===== src/rtl/mem_issue_queue_if.sv =====
// Dispatch, writeback-broadcast and issue signals of the memory issue queue.
// The master side drives dispatch and writeback; the slave side is the queue itself.
interface mem_issue_queue_if #(
  parameter int PTR_W = 2
);
  logic             in_valid;
  logic             in_ready;
  logic [5:0]       in_ope;
  logic [31:0]      in_ds_val;
  logic             in_ds_rdy;
  logic [5:0]       in_ds_tag;
  logic [31:0]      in_dt_val;
  logic             in_dt_rdy;
  logic [5:0]       in_dt_tag;
  logic [5:0]       in_dd;
  logic [15:0]      in_imm;
  logic [5:0]       wb_tag;
  logic [31:0]      wb_val;
  logic [5:0]       ope;
  logic [31:0]      ds_val;
  logic [31:0]      dt_val;
  logic [5:0]       dd;
  logic [15:0]      imm;
  logic [PTR_W:0]   count;

  modport master (
    output in_valid, in_ope, in_ds_val, in_ds_rdy, in_ds_tag,
           in_dt_val, in_dt_rdy, in_dt_tag, in_dd, in_imm, wb_tag, wb_val,
    input  in_ready, ope, ds_val, dt_val, dd, imm, count
  );

  modport slave (
    input  in_valid, in_ope, in_ds_val, in_ds_rdy, in_ds_tag,
           in_dt_val, in_dt_rdy, in_dt_tag, in_dd, in_imm, wb_tag, wb_val,
    output in_ready, ope, ds_val, dt_val, dd, imm, count
  );
endinterface


===== src/rtl/mem_issue_queue.sv =====
// In-order load/store issue buffer: captures pending operands from the writeback
// broadcast and issues the head op once both operands are available.
module mem_issue_queue #(
  parameter int DEPTH = 4,
  parameter int PTR_W = 2
) (
  input logic             clk,
  input logic             rstn,
  mem_issue_queue_if.slave q
);

  localparam logic [PTR_W:0] FULL = (PTR_W+1)'(DEPTH);

  logic [5:0]  e_ope    [DEPTH];
  logic [31:0] e_ds_val [DEPTH];
  logic        e_ds_rdy [DEPTH];
  logic [5:0]  e_ds_tag [DEPTH];
  logic [31:0] e_dt_val [DEPTH];
  logic        e_dt_rdy [DEPTH];
  logic [5:0]  e_dt_tag [DEPTH];
  logic [5:0]  e_dd     [DEPTH];
  logic [15:0] e_imm    [DEPTH];

  logic [PTR_W-1:0] head;
  logic [PTR_W-1:0] tail;
  logic [PTR_W:0]   cnt;

  logic             wb_on;
  logic             enq;
  logic             iss;
  logic             hit_ds;
  logic             hit_dt;
  logic [31:0]      ds_now;
  logic [31:0]      dt_now;
  logic             cap_ds;
  logic             cap_dt;
  logic [DEPTH-1:0] live;

  assign q.in_ready = (cnt != FULL);
  assign q.count    = cnt;
  assign wb_on      = (q.wb_tag != 6'd0);
  assign enq        = q.in_valid && q.in_ready;
  assign cap_ds     = !q.in_ds_rdy && wb_on && (q.in_ds_tag == q.wb_tag);
  assign cap_dt     = !q.in_dt_rdy && wb_on && (q.in_dt_tag == q.wb_tag);

  // Head readiness includes the live broadcast so a wakeup issues with zero added latency.
  always_comb begin
    hit_ds = wb_on && !e_ds_rdy[head] && (e_ds_tag[head] == q.wb_tag);
    hit_dt = wb_on && !e_dt_rdy[head] && (e_dt_tag[head] == q.wb_tag);
    ds_now = hit_ds ? q.wb_val : e_ds_val[head];
    dt_now = hit_dt ? q.wb_val : e_dt_val[head];
    iss    = (cnt != '0) && (e_ds_rdy[head] || hit_ds) && (e_dt_rdy[head] || hit_dt);
  end

  always_comb begin
    live = '0;
    for (int i = 0; i < DEPTH; i++) begin
      logic [PTR_W-1:0] offs;
      offs    = PTR_W'(i) - head;
      live[i] = ({1'b0, offs} < cnt);
    end
  end

  always_ff @(posedge clk) begin
    if (!rstn) begin
      head     <= '0;
      tail     <= '0;
      cnt      <= '0;
      q.ope    <= '0;
      q.ds_val <= '0;
      q.dt_val <= '0;
      q.dd     <= '0;
      q.imm    <= '0;
      for (int i = 0; i < DEPTH; i++) begin
        e_ds_rdy[i] <= 1'b0;
        e_dt_rdy[i] <= 1'b0;
      end
    end else begin
      for (int i = 0; i < DEPTH; i++) begin
        if (live[i] && wb_on) begin
          if (!e_ds_rdy[i] && (e_ds_tag[i] == q.wb_tag)) begin
            e_ds_val[i] <= q.wb_val;
            e_ds_rdy[i] <= 1'b1;
          end
          if (!e_dt_rdy[i] && (e_dt_tag[i] == q.wb_tag)) begin
            e_dt_val[i] <= q.wb_val;
            e_dt_rdy[i] <= 1'b1;
          end
        end
      end

      // The tail slot is never live when in_ready is high, so this write cannot collide with a wakeup.
      if (enq) begin
        e_ope[tail]    <= q.in_ope;
        e_ds_val[tail] <= cap_ds ? q.wb_val : q.in_ds_val;
        e_ds_rdy[tail] <= q.in_ds_rdy || cap_ds;
        e_ds_tag[tail] <= q.in_ds_tag;
        e_dt_val[tail] <= cap_dt ? q.wb_val : q.in_dt_val;
        e_dt_rdy[tail] <= q.in_dt_rdy || cap_dt;
        e_dt_tag[tail] <= q.in_dt_tag;
        e_dd[tail]     <= q.in_dd;
        e_imm[tail]    <= q.in_imm;
        tail           <= tail + 1'b1;
      end

      if (iss) begin
        q.ope    <= e_ope[head];
        q.ds_val <= ds_now;
        q.dt_val <= dt_now;
        q.dd     <= e_dd[head];
        q.imm    <= e_imm[head];
        head     <= head + 1'b1;
      end else begin
        q.ope    <= '0;
        q.ds_val <= '0;
        q.dt_val <= '0;
        q.dd     <= '0;
        q.imm    <= '0;
      end

      case ({enq, iss})
        2'b10:   cnt <= cnt + 1'b1;
        2'b01:   cnt <= cnt - 1'b1;
        default: cnt <= cnt;
      endcase
    end
  end

endmodule


===== src/flat_wrapper.sv =====
// flat-port wrapper written by rule: the top's interface ports become plain ports
module mem_issue_queue_flat 
#(
  parameter int DEPTH = 4,
  parameter int PTR_W = 2
)
  (clk, rstn, q_in_valid, q_in_ope, q_in_ds_val, q_in_ds_rdy, q_in_ds_tag, q_in_dt_val, q_in_dt_rdy, q_in_dt_tag, q_in_dd, q_in_imm, q_wb_tag, q_wb_val, q_in_ready, q_ope, q_ds_val, q_dt_val, q_dd, q_imm, q_count);
  mem_issue_queue_if #(.PTR_W(PTR_W)) q_i ();
  input logic clk;
  input logic rstn;
  input wire logic [$bits(q_i.in_valid)-1:0] q_in_valid;
  input wire logic [$bits(q_i.in_ope)-1:0] q_in_ope;
  input wire logic [$bits(q_i.in_ds_val)-1:0] q_in_ds_val;
  input wire logic [$bits(q_i.in_ds_rdy)-1:0] q_in_ds_rdy;
  input wire logic [$bits(q_i.in_ds_tag)-1:0] q_in_ds_tag;
  input wire logic [$bits(q_i.in_dt_val)-1:0] q_in_dt_val;
  input wire logic [$bits(q_i.in_dt_rdy)-1:0] q_in_dt_rdy;
  input wire logic [$bits(q_i.in_dt_tag)-1:0] q_in_dt_tag;
  input wire logic [$bits(q_i.in_dd)-1:0] q_in_dd;
  input wire logic [$bits(q_i.in_imm)-1:0] q_in_imm;
  input wire logic [$bits(q_i.wb_tag)-1:0] q_wb_tag;
  input wire logic [$bits(q_i.wb_val)-1:0] q_wb_val;
  output wire logic [$bits(q_i.in_ready)-1:0] q_in_ready;
  output wire logic [$bits(q_i.ope)-1:0] q_ope;
  output wire logic [$bits(q_i.ds_val)-1:0] q_ds_val;
  output wire logic [$bits(q_i.dt_val)-1:0] q_dt_val;
  output wire logic [$bits(q_i.dd)-1:0] q_dd;
  output wire logic [$bits(q_i.imm)-1:0] q_imm;
  output wire logic [$bits(q_i.count)-1:0] q_count;
  assign q_i.in_valid = q_in_valid;
  assign q_i.in_ope = q_in_ope;
  assign q_i.in_ds_val = q_in_ds_val;
  assign q_i.in_ds_rdy = q_in_ds_rdy;
  assign q_i.in_ds_tag = q_in_ds_tag;
  assign q_i.in_dt_val = q_in_dt_val;
  assign q_i.in_dt_rdy = q_in_dt_rdy;
  assign q_i.in_dt_tag = q_in_dt_tag;
  assign q_i.in_dd = q_in_dd;
  assign q_i.in_imm = q_in_imm;
  assign q_i.wb_tag = q_wb_tag;
  assign q_i.wb_val = q_wb_val;
  assign q_in_ready = q_i.in_ready;
  assign q_ope = q_i.ope;
  assign q_ds_val = q_i.ds_val;
  assign q_dt_val = q_i.dt_val;
  assign q_dd = q_i.dd;
  assign q_imm = q_i.imm;
  assign q_count = q_i.count;
  mem_issue_queue #(.DEPTH(DEPTH), .PTR_W(PTR_W)) u_core (.clk(clk), .rstn(rstn), .q(q_i));
endmodule

===== config.mk =====
export PLATFORM = sky130hd
export DESIGN_NAME = mem_issue_queue_flat
export DESIGN_NICKNAME = d
export VERILOG_FILES = /design/src/rtl/mem_issue_queue_if.sv /design/src/rtl/mem_issue_queue.sv /design/src/flat_wrapper.sv
export SDC_FILE = /design/constraint.sdc
export NUM_CORES = 1
export LEC_CHECK = 0
export ABC_AREA = 0
export BUFFER_PORTS_ARGS = -buffer_cell sky130_fd_sc_hd__buf_2
export CORE_ASPECT_RATIO = 1.2
export CORE_MARGIN = 2
export CORE_UTILIZATION = 55
export DETAILED_ROUTE_END_ITERATION = 7
export GPL_ROUTABILITY_DRIVEN = 0
export HOLD_SLACK_MARGIN = 0.06
export PLACE_DENSITY_LB_ADDON = 0.1
export SETUP_SLACK_MARGIN = 0.1
export SLEW_MARGIN = 20
export SYNTH_ARGS = -nofsm -noshare
export SYNTH_HDL_FRONTEND = slang
export SYNTH_SLANG_ARGS = --single-unit

===== constraint.sdc =====
create_clock -name clk -period 5.5 [get_ports clk]
set_input_delay 0.55 -clock clk [delete_from_list [all_inputs] [get_ports clk]]
set_output_delay 0.55 -clock clk [all_outputs]
set_load 0.01 [all_outputs]

==> flow_summary_export.csv <==
group,metric,value,unit
clock_network,cts.sinks,525,
worst_setup_path,critical_path_required,6020,ps
synth,synth_nets,1546,
clock_network,cts_setup_buffers,0,
final_layout,nets,1759,
floorplanning,floorplan.die.width,191,um
final_layout,ff_latch_area,14700,um^2
floorplanning,core,41700,um^2
final_layout,layout_common_cells,"418 x sky130_fd_sc_hd__edfxtp_1, 244 x sky130_fd_sc_hd__mux2_2, 242 x sky130_fd_sc_hd__buf_2",
detailed_routing,drt_first_iter_violations,658,
worst_setup_path,worstPathArrival,4470,ps
hold_path,worst_hold_path_type,"primary input to flip-flop",
synth,synth.yosys.seq_area_share,0.634,
worst_setup_path,path_max_fanout,34,
clock_network,cts_tree,"yes",
floorplanning,num_rows,82,
sta,setup_viol_count_final,0,
sta,period_needed,3950,ps
clock_network,cts-buffers-inserted,52,
worst_setup_path,timing.critical_path.to_type,"flip-flop",
global_route,grt-ovfl-total,0,
status,result_of_the_run,"finished, final reports clean",
detailed_routing,wl_per_cell,24.6,um
sta,hold_viol,0,
job,cap_viol_max_count,0,
clock_network,post_cts_resized,0,
worst_setup_path,crit_path_start_kind,"flip-flop",
floorplanning,die_height,229,um
pwr,power_per_cell_area,336,nW/um^2
final_layout,final_layout_size_suffix_gt1_frac,0.456,
clock_network,clock_tree.htree_level_count,2,
detailed_routing,postRouteWirelength,54000,um
sta,finalSetupTns,0,ps
detailed_routing,drt_first_pass_iters,5,
clock_network,path_clk_slew,60,ps
sta,worst_slew_pin_slew,1090,ps
final_layout,fill_cells,3093,
detailed_routing,detail_route.drc_violations,0,
sta,clock-skew-final,26.6,ps
detailed_routing,drt-vias-per-instance,5.86,
final_layout,multi_input_area,8000,um^2
sta,timing_max_transition_violations_final,0,
sta,worst_slew_margin_rel,0.268,
synth,postSynth.topFlopCell,"sky130_fd_sc_hd__edfxtp_1",
synth,top_cell_type_s_share_of_synthesized_area,0.542,
floorplanning,initial_cell_density_of_the_core,0.556,
synth,synthesis.yosys.warnings,0,
pwr,power,8.97,mW
clock_network,clock_tree.buffer_depth,3,
detailed_routing,dr_total_vias,12894,
global_route,grt_pass1_wl,82100,um
clock_network,worst_skew_pair.late_latency,610,ps
clock_network,ctsHoldBuffers,0,
final_layout,finalCoreUtilization,0.640,
final_layout,mostFrequentLayoutCell,"sky130_fd_sc_hd__edfxtp_1",
synth,synth_async_sr_flop_share,0,
pwr,power.ir.vdd_worst,284,uV
sta,fmax,253,MHz
place,numPortBuffers,242,
pwr,p_leak,9.48,nW
synth,synth-seq-cells,525,
worst_setup_path,criticalPathCategory,"flip-flop to flip-flop",
detailed_routing,route.antenna.remaining_nets,0,
global_route,grt_start_max_net_pins,65,
global_route,grt.total_usage,0.252,
sta,grt_setup_unrepaired,"false",
final_layout,area_growth,15.1,%
clock_network,clk_root_buffer_cell,"sky130_fd_sc_hd__clkbuf_16",
global_route,grt_pass1_vias,13862,
synth,syn_area,23200,um^2
place,detailed_place_hpwl,33700,um
synth,netlist-cell-type-count,48,
synth,synthesis.area_per_instance,16.7,um^2
synth,post-synth-top-area-cell,"sky130_fd_sc_hd__edfxtp_1",
floorplanning,die-area,43800,um^2
synth,synth.top_cells.by_area,"sky130_fd_sc_hd__edfxtp_1 54%, sky130_fd_sc_hd__mux2_2 12%, sky130_fd_sc_hd__mux4_2 9.7%",
floorplanning,ios,243,
global_route,grt_antenna_before_repair,14,
synth,postSynthCellCount,1389,
sta,min_period_over_period,0.718,
synth,synth_edf_count,418,
[power by group]
| group | switching, mW | internal [mW] |
|---|---|---|
| Combinational | 0.488 | 0.432 |
| Clock | 1.50 | 2.08 |
| Sequential | 0.0539 | 4.42 |
| Total | 2.04 | 6.93 |
[path summary, 6_finish.rpt]
path / from / end / cells after the start / slack (ps)
setup / recovery: flip-flop / u_core.q.count[2] / 11 / 1550
hold / removal: q_in_imm[10] / u_core.e_imm[1][10] / 1 / 170
setup reg to reg: flip-flop / u_core.q.count[2] / 11 / 1550
hold reg to reg: u_core.tail[1] / u_core.tail[1] / 2 / 590
[flip-flops by register name, indices dropped and copies added, names as in the netlist, named ones only]
signal	flops
u_core.e_dt_tag	24
u_core.head	2
u_core.e_dt_rdy	4
u_core.q.ds_val	32
u_core.e_dt_val	128
u_core.q.imm	16
u_core.q.dt_val	32
u_core.e_ope	24
u_core.q.count	3
u_core.tail	2
u_core.e_imm	64
u_core.e_ds_rdy	4
u_core.e_dd	24
u_core.e_ds_val	128
u_core.q.ope	6
u_core.q.dd	6
u_core.e_ds_tag	24
[kinds of logic (layout without fill, tap and decap cells)]
group | Yosys count | count (layout) | share of synthesized area
xor+xnor | 76 | 76 | 0.0287
simple gates | 179 | 179 | 0.0409
compound gates | 71 | 71 | 0.0228
flops | 525 | 525 | 0.634
mux | 399 | 399 | 0.240
fa+ha+maj | 10 | 10 | 0.00572
buf+inv | 129 | 386 | 0.0274
other cells | 0 | 7 | 0
[synth_stat cells, types with 7 or more instances]
library cell / instances
sky130_fd_sc_hd__buf_4: 8
sky130_fd_sc_hd__nand3_1: 7
sky130_fd_sc_hd__buf_2: 37
sky130_fd_sc_hd__xnor2_1: 28
sky130_fd_sc_hd__mux2i_1: 41
sky130_fd_sc_hd__nor3_1: 9
sky130_fd_sc_hd__dfxtp_1: 107
sky130_fd_sc_hd__mux4_2: 100
sky130_fd_sc_hd__a22oi_1: 32
sky130_fd_sc_hd__clkbuf_1: 55
sky130_fd_sc_hd__o21ai_0: 9
sky130_fd_sc_hd__mux2_2: 244
sky130_fd_sc_hd__nand4_1: 11
sky130_fd_sc_hd__mux2_1: 14
sky130_fd_sc_hd__inv_1: 15
sky130_fd_sc_hd__nor2b_2: 28
sky130_fd_sc_hd__buf_6: 10
sky130_fd_sc_hd__ha_1: 9
sky130_fd_sc_hd__nor2_1: 83
sky130_fd_sc_hd__edfxtp_1: 418
sky130_fd_sc_hd__and2_1: 7
sky130_fd_sc_hd__xor2_1: 48
sky130_fd_sc_hd__nand2_1: 12
[worst max-delay path, cell delays in order (launching register included)]
cell	delay (ps)
sky130_fd_sc_hd__dfxtp_4	820
sky130_fd_sc_hd__mux4_2	610
sky130_fd_sc_hd__xor2_1	170
sky130_fd_sc_hd__nor4_2	260
sky130_fd_sc_hd__o21a_2	490
sky130_fd_sc_hd__o21a_1	250
sky130_fd_sc_hd__ha_1	210
sky130_fd_sc_hd__inv_1	60
sky130_fd_sc_hd__fa_1	370
sky130_fd_sc_hd__xor2_1	160
sky130_fd_sc_hd__or3_1	310
sky130_fd_sc_hd__a21oi_1	140
[final cells by class]
class,instances,area share
clock inverter,28,0.0107
sequential,525,0.551
timing repair buffer,273,0.0557
inverter,15,0.00211
tap,546,0.0256
antenna,7,0.000657
clock buffer,70,0.0541
multi-input combinational,735,0.300
[metrics by stage]
| step | cells | worst slack [ps] | hold slack (ps) | instance area (um^2) |
|---|---|---|---|---|
| final | 2199 | 1550 | 166 | 26700 |
| after global routing | 2194 | 1330 | 144 | 26700 |
| after CTS | 2192 | 1510 | 129 | 26600 |
| after detailed placement | 2094 | 1530 | 578 | 24900 |
| after global placement | 2092 | 1590 | 547 | 24900 |
| after floorplan | 1389 | 918 | 514 | 23200 |
[per-layer routing]
layer	vias to the layer above	wire length, um	part of all wire	global-route usage
li1	5782	-	-	-
met5	-	109	0.0020	0
met3	125	3880	0.072	0.0676
met4	18	1700	0.032	0.0853
met2	391	27500	0.51	0.434
met1	6578	20800	0.39	0.306
(Power assumes the default switching activity.)
